==> src/rtl/cm0_dap_dbg_pwrctl.sv <==
// Debug power-domain sequencer: brings the debug domain up and down in the order
// power -> reset release -> isolation release, and reverses it on power-down.

module cm0_dap_dbg_pwrctl_sync (
  input  logic clk,
  input  logic rst,
  input  logic se,
  input  logic d,
  output logic q
);
  logic meta;
  logic unused_se;

  // Scan enable is a hook for the library sync cell; the flops behave the same either way.
  assign unused_se = se;

  // NOTE: sequential state uses non-blocking assignments so every flop samples pre-edge values.
  always_ff @(posedge clk or posedge rst) begin
    if (rst) begin
      meta <= 1'b0;
      q    <= 1'b0;
    end else begin
      meta <= d;
      q    <= meta;
    end
  end
endmodule

module cm0_dap_dbg_pwrctl #(
  parameter int PRESENT = 1,
  parameter int RST_DLY = 3,
  parameter int ISO_DLY = 2
) (
  input  logic dbgclk,
  input  logic dbgreset,
  input  logic cdbgpwrupreq_i,
  input  logic dbgpwrok_i,
  input  logic SE,
  output logic cdbgpwrupack_o,
  output logic dbgpwren_o,
  output logic dbgiso_o,
  output logic dbgdomreset_o
);

  typedef enum logic [2:0] {
    OFF    = 3'd0,
    PWRUP  = 3'd1,
    RSTREL = 3'd2,
    ISOREL = 3'd3,
    ON     = 3'd4,
    ISOSET = 3'd5,
    RSTSET = 3'd6,
    PWRDN  = 3'd7
  } state_t;

  localparam logic [3:0] RST_LOAD = 4'(RST_DLY);
  localparam logic [3:0] ISO_LOAD = 4'(ISO_DLY);

  generate
    if (PRESENT != 0) begin : g_ctl
      state_t     state, state_next;
      logic [3:0] count, count_next;
      logic       req_s, ok_s;
      logic       ack_next, pwren_next, iso_next, domreset_next;

      cm0_dap_dbg_pwrctl_sync u_req_sync (
        .clk (dbgclk),
        .rst (dbgreset),
        .se  (SE),
        .d   (cdbgpwrupreq_i),
        .q   (req_s)
      );

      cm0_dap_dbg_pwrctl_sync u_ok_sync (
        .clk (dbgclk),
        .rst (dbgreset),
        .se  (SE),
        .d   (dbgpwrok_i),
        .q   (ok_s)
      );

      // NOTE: every always_comb output gets a default first, so no path can infer a latch.
      always_comb begin
        state_next = state;
        count_next = (count != 4'd0) ? count - 4'd1 : count;

        case (state)
          OFF:     if (req_s) state_next = PWRUP;
          PWRUP:   if (ok_s) state_next = RSTREL;
                   else if (!req_s) state_next = PWRDN;
          RSTREL:  if (!req_s) state_next = PWRDN;
                   else if (count == 4'd0) state_next = ISOREL;
          ISOREL:  if (!req_s) state_next = RSTSET;
                   else if (count == 4'd0) state_next = ON;
          ON:      if (!req_s) state_next = ISOSET;
          ISOSET:  if (count == 4'd0) state_next = RSTSET;
          RSTSET:  if (count == 4'd0) state_next = PWRDN;
          PWRDN:   if (!ok_s) state_next = OFF;
          default: state_next = OFF;
        endcase

        // The counter is reloaded on every state change so each timed state starts fresh.
        if (state_next != state) begin
          case (state_next)
            RSTREL, RSTSET: count_next = RST_LOAD;
            ISOREL, ISOSET: count_next = ISO_LOAD;
            default:        count_next = 4'd0;
          endcase
        end

        // Outputs are decoded from the state being entered so they change on that same edge.
        pwren_next    = !(state_next inside {OFF, PWRDN});
        domreset_next = !(state_next inside {ISOREL, ON, ISOSET});
        iso_next      = (state_next != ON);
        ack_next      = cdbgpwrupack_o;
        if (state_next == ON)       ack_next = 1'b1;
        else if (state_next == OFF) ack_next = 1'b0;
      end

      always_ff @(posedge dbgclk or posedge dbgreset) begin
        if (dbgreset) begin
          state          <= OFF;
          count          <= 4'd0;
          cdbgpwrupack_o <= 1'b0;
          dbgpwren_o     <= 1'b0;
          dbgiso_o       <= 1'b1;
          dbgdomreset_o  <= 1'b1;
        end else begin
          state          <= state_next;
          count          <= count_next;
          cdbgpwrupack_o <= ack_next;
          dbgpwren_o     <= pwren_next;
          dbgiso_o       <= iso_next;
          dbgdomreset_o  <= domreset_next;
        end
      end
    end else begin : g_absent
      logic unused_in;

      assign unused_in      = ^{dbgclk, dbgreset, cdbgpwrupreq_i, dbgpwrok_i, SE};
      assign cdbgpwrupack_o = 1'b0;
      assign dbgpwren_o     = 1'b0;
      assign dbgiso_o       = 1'b1;
      assign dbgdomreset_o  = 1'b1;
    end
  endgenerate

endmodule
==> config.mk <==
export PLATFORM = sky130hd
export DESIGN_NAME = cm0_dap_dbg_pwrctl
export DESIGN_NICKNAME = d
export VERILOG_FILES = /design/src/rtl/cm0_dap_dbg_pwrctl.sv
export SDC_FILE = /design/constraint.sdc
export NUM_CORES = 1
export LEC_CHECK = 0
export ABC_AREA = 1
export BUFFER_PORTS_ARGS = -buffer_cell sky130_fd_sc_hd__clkbuf_2
export CAP_MARGIN = 0
export CORE_UTILIZATION = 51
export CTS_CLUSTER_DIAMETER = 30
export DETAILED_ROUTE_END_ITERATION = 8
export PLACE_DENSITY_LB_ADDON = 0.1
export SLEW_MARGIN = 25
export SYNTH_ARGS = -nofsm -noshare
export SYNTH_HDL_FRONTEND = slang
export SYNTH_SLANG_ARGS = --single-unit
export TNS_END_PERCENT = 30
==> constraint.sdc <==
create_clock -name dbgclk -period 1.5 [get_ports dbgclk]
set_input_delay 0.075 -clock dbgclk [delete_from_list [all_inputs] [get_ports dbgclk]]
set_output_delay 0.075 -clock dbgclk [all_outputs]
set_load 0.01 [all_outputs]
Word-level counts from Yosys, hierarchy flattened
Index checks and enable logic that the tools add are counted.
- mux-type cells: 17
- magnitude comparators: 0
- add/subtract/negate cells: 1
- bitwise operators: 0
- equality and inequality tests: 15
- divide/modulo/power cells: 0
- shift operators: 0
- reduce and logical (&&, ||, !) cells: 12
- $mul: 0
- operator list (kind ; count):
    3-bit 2-to-1 mux ; 11
    3-bit equality test (second input constant) ; 8
    3-bit one-hot mux with 8 select lines ; 1
    3-bit by 2-bit equality test with 1-bit output (second input constant) ; 4
    4-bit 2-to-1 mux ; 2
    3-bit zero test ; 2
    2-bit nonzero test ; 3
    4-bit zero test ; 1
    2-bit one-hot mux with 2 select lines ; 1
    4-bit nonzero test ; 1
    2-bit OR reduction ; 2
    4-bit by 1-bit subtractor with 4-bit output (second input constant) ; 1
    3-bit by 1-bit equality test with 1-bit output (second input constant) ; 1
    3-bit != test ; 1
    3-bit != test (second input constant) ; 1
    3-bit nonzero test ; 1
    1-bit zero test ; 2
    1-bit 2-to-1 mux ; 2
- latch bits: 0
- memory bits (read-only): 0
- memories: 0
- flip-flop bits (word level): 15
- output and inout port bits: 4
- logic and storage cells: 55
- input bits: 5
- RAM bits: 0

Depth between registers and ports, before layout
- depth after elaboration: 8
- mapped depth: 13
- mapped depth without buffers: 13

Hierarchy
A second synthesis with hierarchy kept.
- cell total of the unflattened synthesis: 124
- area total of the unflattened synthesis: 937.1 µm²
- by module, submodules not included (module ; seq. area each (µm²) ; instances ; cells an instance ; area each (µm²)):
    cm0_dap_dbg_pwrctl ; 277.8 ; 1 ; 118 ; 829.5
    cm0_dap_dbg_pwrctl_sync ; 50.0 ; 2 ; 3 ; 53.8

Worst setup path after synthesis
Ideal clock, no wire load.
- path type: flip-flop to flip-flop
- start point: register g_ctl.count[0]
- end point: register g_ctl.count[0]
- setup time: 0.113 ns
- path buffers: 0
- data arrival time: 1.477 ns
- period minus slack after synthesis: 1.590 ns
- required time: 1.387 ns
- cell stages (with the launch flop): 14
- setup slack: -0.090 ns
- cells stage by stage: dfrtp_1 > inv_1 > ha_1 > nand2_1 > nand2_1 > nand2_1 > nor2_2 > nand2_4 > nand2_4 > nand2_4 > nand3_4 > nand2_2 > nand2_1 > inv_1
- cells in the longest elaborated chain, start to end: 8
- elaborated cells on any way between the ends: 21
- classes of those cells: add/sub (1); eq/ne (5); mux (10); reduce/logical (5)
- ends and longest elaborated chain (what ; RTL line ; RTL):
    start: declaration ; 62 ; logic [3:0] count, count_next;
    start signal: assignment ; 130 ; count <= count_next;
    4-bit zero test (*) ; n/a ;
    3-bit 2-to-1 mux (on tied branches) ; 94, 92 ;
    3-bit 2-to-1 mux (on tied branches) ; 93, 91 ;
    3-bit one-hot mux with 8 select lines (*) ; 87 ; case (state)
    net g_ctl.state_next[1] ; 61 ; state_t state, state_next;
    3-bit by 2-bit equality test with 1-bit output / 3-bit equality test (equally long branches) ; 104 ; case (state_next)
    2-bit OR reduction ; 104 ;
    2-bit one-hot mux with 2 select lines ; 104 ;
    4-bit 2-to-1 mux ; 103 ; if (state_next != state) begin
The timed path passes the listed nets; every way through them passes the cells marked *. The select of a mux whose other input is x is not followed.
A chain may end at the register's enable or synchronous reset.

Final worst setup path
Same ends and word-level chain as after synthesis.

==> impl_metrics.ini <==
[status]
status = finished with violations
violations = setup timing

[synthesis]
synthTopCellsByArea = dfrtp_1, nand2_1, nand3_1
ys_types = 24
syn_area_per_cell_um2 = 8.23
syn_nets = 118
synth_top_area_share_pct = 35.3
synth_seq_cells = 15
yosysTopAreaCell = dfrtp_1
ys_warn_count = 0
synth_edf_count = 0
yosysSeqAreaShare_pct = 41.0
syn-instance-count = 112
synthArstFlopShare_pct = 100
synth_area_um2 = 922
synth_flop_cell = dfrtp_1

[global_routing]
grt_pass1_vias = 807
track_usage_pct = 23.6
grt_max_degree = 16
grt_overflow_total = 0
antenna_found_initial = 0
grt_first_pass_wirelength_um = 3280

[placement]
place_hpwl_um = 1550
placedInstanceArea_um2 = 1120
finalWeightedCongestion = 0.870
port-buffer-count = 7
dpl.cell_count = 160

[critical_path]
cp.arrival_ps = 1740
r2r-start = g_ctl.count[0]
crit_end = g_ctl.count[0]
path_cells = inv_2 > ha_4 > nand2_4 > nand2_2 > nand2_2 > nor2_4 > nand2_4 > nand2_4 > nand2_4 > nand3_4 > nand2_2 > nand2_1 > inv_1
r2r_cells = 13
worst_ep_required_time_ps = 1680
end_kind = flip-flop
cp-start-kind = flip-flop
r2r-end = g_ctl.count[0]
path_class = reg -> reg
r2r_setup_slack_ps = -50
slowest_stage = dfrtp_1
crit_path_start = g_ctl.count[0]
crit_top_cell = nand2_4
slowest_delay_ps = 390
worst-path-max-fanout = 5

[timing]
rsz0062_at_grt = yes
relSlewSlack_pct = 62.4
fmax_mhz = 644
finalSetupViolations = 6
worst_pin_slew_ps = 564
fin_crit_sh_pct = 104
finClkSkew_ps = 0.514
fin_ws_ps = -52.8
final_max_slew_viol_count = 0
min_period_ps = 1550
finalHoldViolations = 0

[drt]
drc = 0
vias = 852
drt_iter0_markers = 6
ant_nets = 0
vias_per_cell = 4.84
drtPass1Iterations = 4
wl_um = 2200
wl_per_cell_um = 12.5

[clock_tree]
tritoncts = yes
cts-htree-levels = 1
cts-root-buf = clkbuf_4
cts.path.max_buffers = 2
cts.sinks = 15
clkSlewWorstSetupHoldPaths_ps = 80
cts_made_buffers = 3
clock_latency_ps = 280

[finish]
fin_nets = 158
layout-drive-gt1-share_pct = 53.0
final_cells = 176
num_antenna_cells = 0
nFillCells = 128
final_area_um2 = 1320
flow.area_growth_from_synthesis_pct = 42.6

[die]
ios = 9
die_h_um = 44.5
initial_core_util_pct = 54.0
core_um2 = 1710
num_rows = 15
die_area_um2 = 1980
fp.dieW_um = 44.5

[worst_hold_path]
hold_class = reg -> reg

[job]
cap_violations = 0
-- cell type report --
class	count	area, um^2	share of cell area, %
well taps	25	31.3	2.38
flip-flops and latches	15	382	29.0
multi-input cells	80	552	42.0
inverters	17	63.8	4.85
repair buffers	35	260	19.8
clock buffers	4	26.3	2.00
-- timing repair --
| action | CTS | global route |
|---|---|---|
| pin swaps | 3 | 10 |
| setup endpoints to repair | 6 | 8 |
| buffers inserted | 3 | 5 |
| endpoints found under the hold margin | 15 | 0 |
| cloned | 0 | 1 |
| resized for setup | 5 | 17 |
| hold buffers | 3 | 0 |
-- critical path, delay by kind of cell, from the launching register on --
family / cells / cell delay, ps
fa+ha+maj: 1 / 160
flops: 1 / 390
buf+inv: 2 / 110
simple gates: 10 / 790
-- how the worst min path moves through the flow --
stage / cells after the start / end / startpoint / slack [ps]
final: 0 / g_ctl.u_ok_sync.q / g_ctl.u_ok_sync.meta / 350
after global routing: 0 / g_ctl.u_ok_sync.q / g_ctl.u_ok_sync.meta / 360
after CTS: 0 / g_ctl.u_ok_sync.q / g_ctl.u_ok_sync.meta / 350
after detailed placement: 2 / g_ctl.u_ok_sync.meta / dbgreset / 130
after global placement: 2 / g_ctl.u_req_sync.meta / dbgreset / 120
after floorplan: 1 / cdbgpwrupack_o / dbgreset / -20
-- Yosys cell counts (3+ instances only) --
cell	instances
nand2_1	29
inv_1	14
dfrtp_1	13
nand3_1	12
nor2_2	5
nor2_1	4
inv_2	3
nand2_2	3
nand2_4	3
o21ai_0	3
-- registers in the layout (all words and copies together) (netlist names) --
register	flops
dbgpwren_o	1
g_ctl.u_req_sync.meta	1
cdbgpwrupack_o	1
g_ctl.u_ok_sync.q	1
dbgiso_o	1
g_ctl.u_ok_sync.meta	1
g_ctl.u_req_sync.q	1
g_ctl.count	4
dbgdomreset_o	1
g_ctl.state	3
-- metrics by stage --
| stage | setup slack [ps] | setup TNS (ps) | hold slack, ps | utilization [%] |
|---|---|---|---|---|
| global placement | -69.4 | -228 | 122 | 65.9 |
| global route | -151 | -902 | 358 | 77.0 |
| detailed placement | -109 | -357 | 128 | 65.9 |
| finish | -52.8 | -201 | 353 | 77.0 |
| CTS | -51.7 | -212 | 355 | 71.3 |
| floorplan | 2.98 | 0 | -25.0 | - |
-- routing by layer --
| metal | GRT usage [%] | share of wire [%] | routed length [um] |
|---|---|---|---|
| met2 | 41.2 | 54 | 1180 |
| met1 | 28.8 | 40 | 886 |
| met4 | 13.3 | 1.7 | 38 |
| met5 | 0 | 0 | 0 |
| met3 | 1.22 | 4.2 | 92 |
-- logic make-up after synthesis --
kind of cell | Yosys count | synth area share, %
flops | 15 | 41.0
xor+xnor | 4 | 3.80
compound gates | 7 | 4.21
simple gates | 67 | 41.5
fa+ha+maj | 1 | 1.36
buf+inv | 18 | 8.14
-- placed cells by master, fill, tap and decap left out, drive strengths merged --
cell type and instances:
a31oi 1, buf 25, clkbuf 11, dfrtp 13
dfstp 2, dlygate4sd3 3, ha 1, inv 17
nand2 35, nand3 17, nand4 2, nor2 11
nor3 3, o21a 1, o21ai 5, xnor2 2
xor2 2
Power is left out: the tool's default activity adds up to more than one toggle a clock period on the data nets, which glitch-free logic cannot reach.
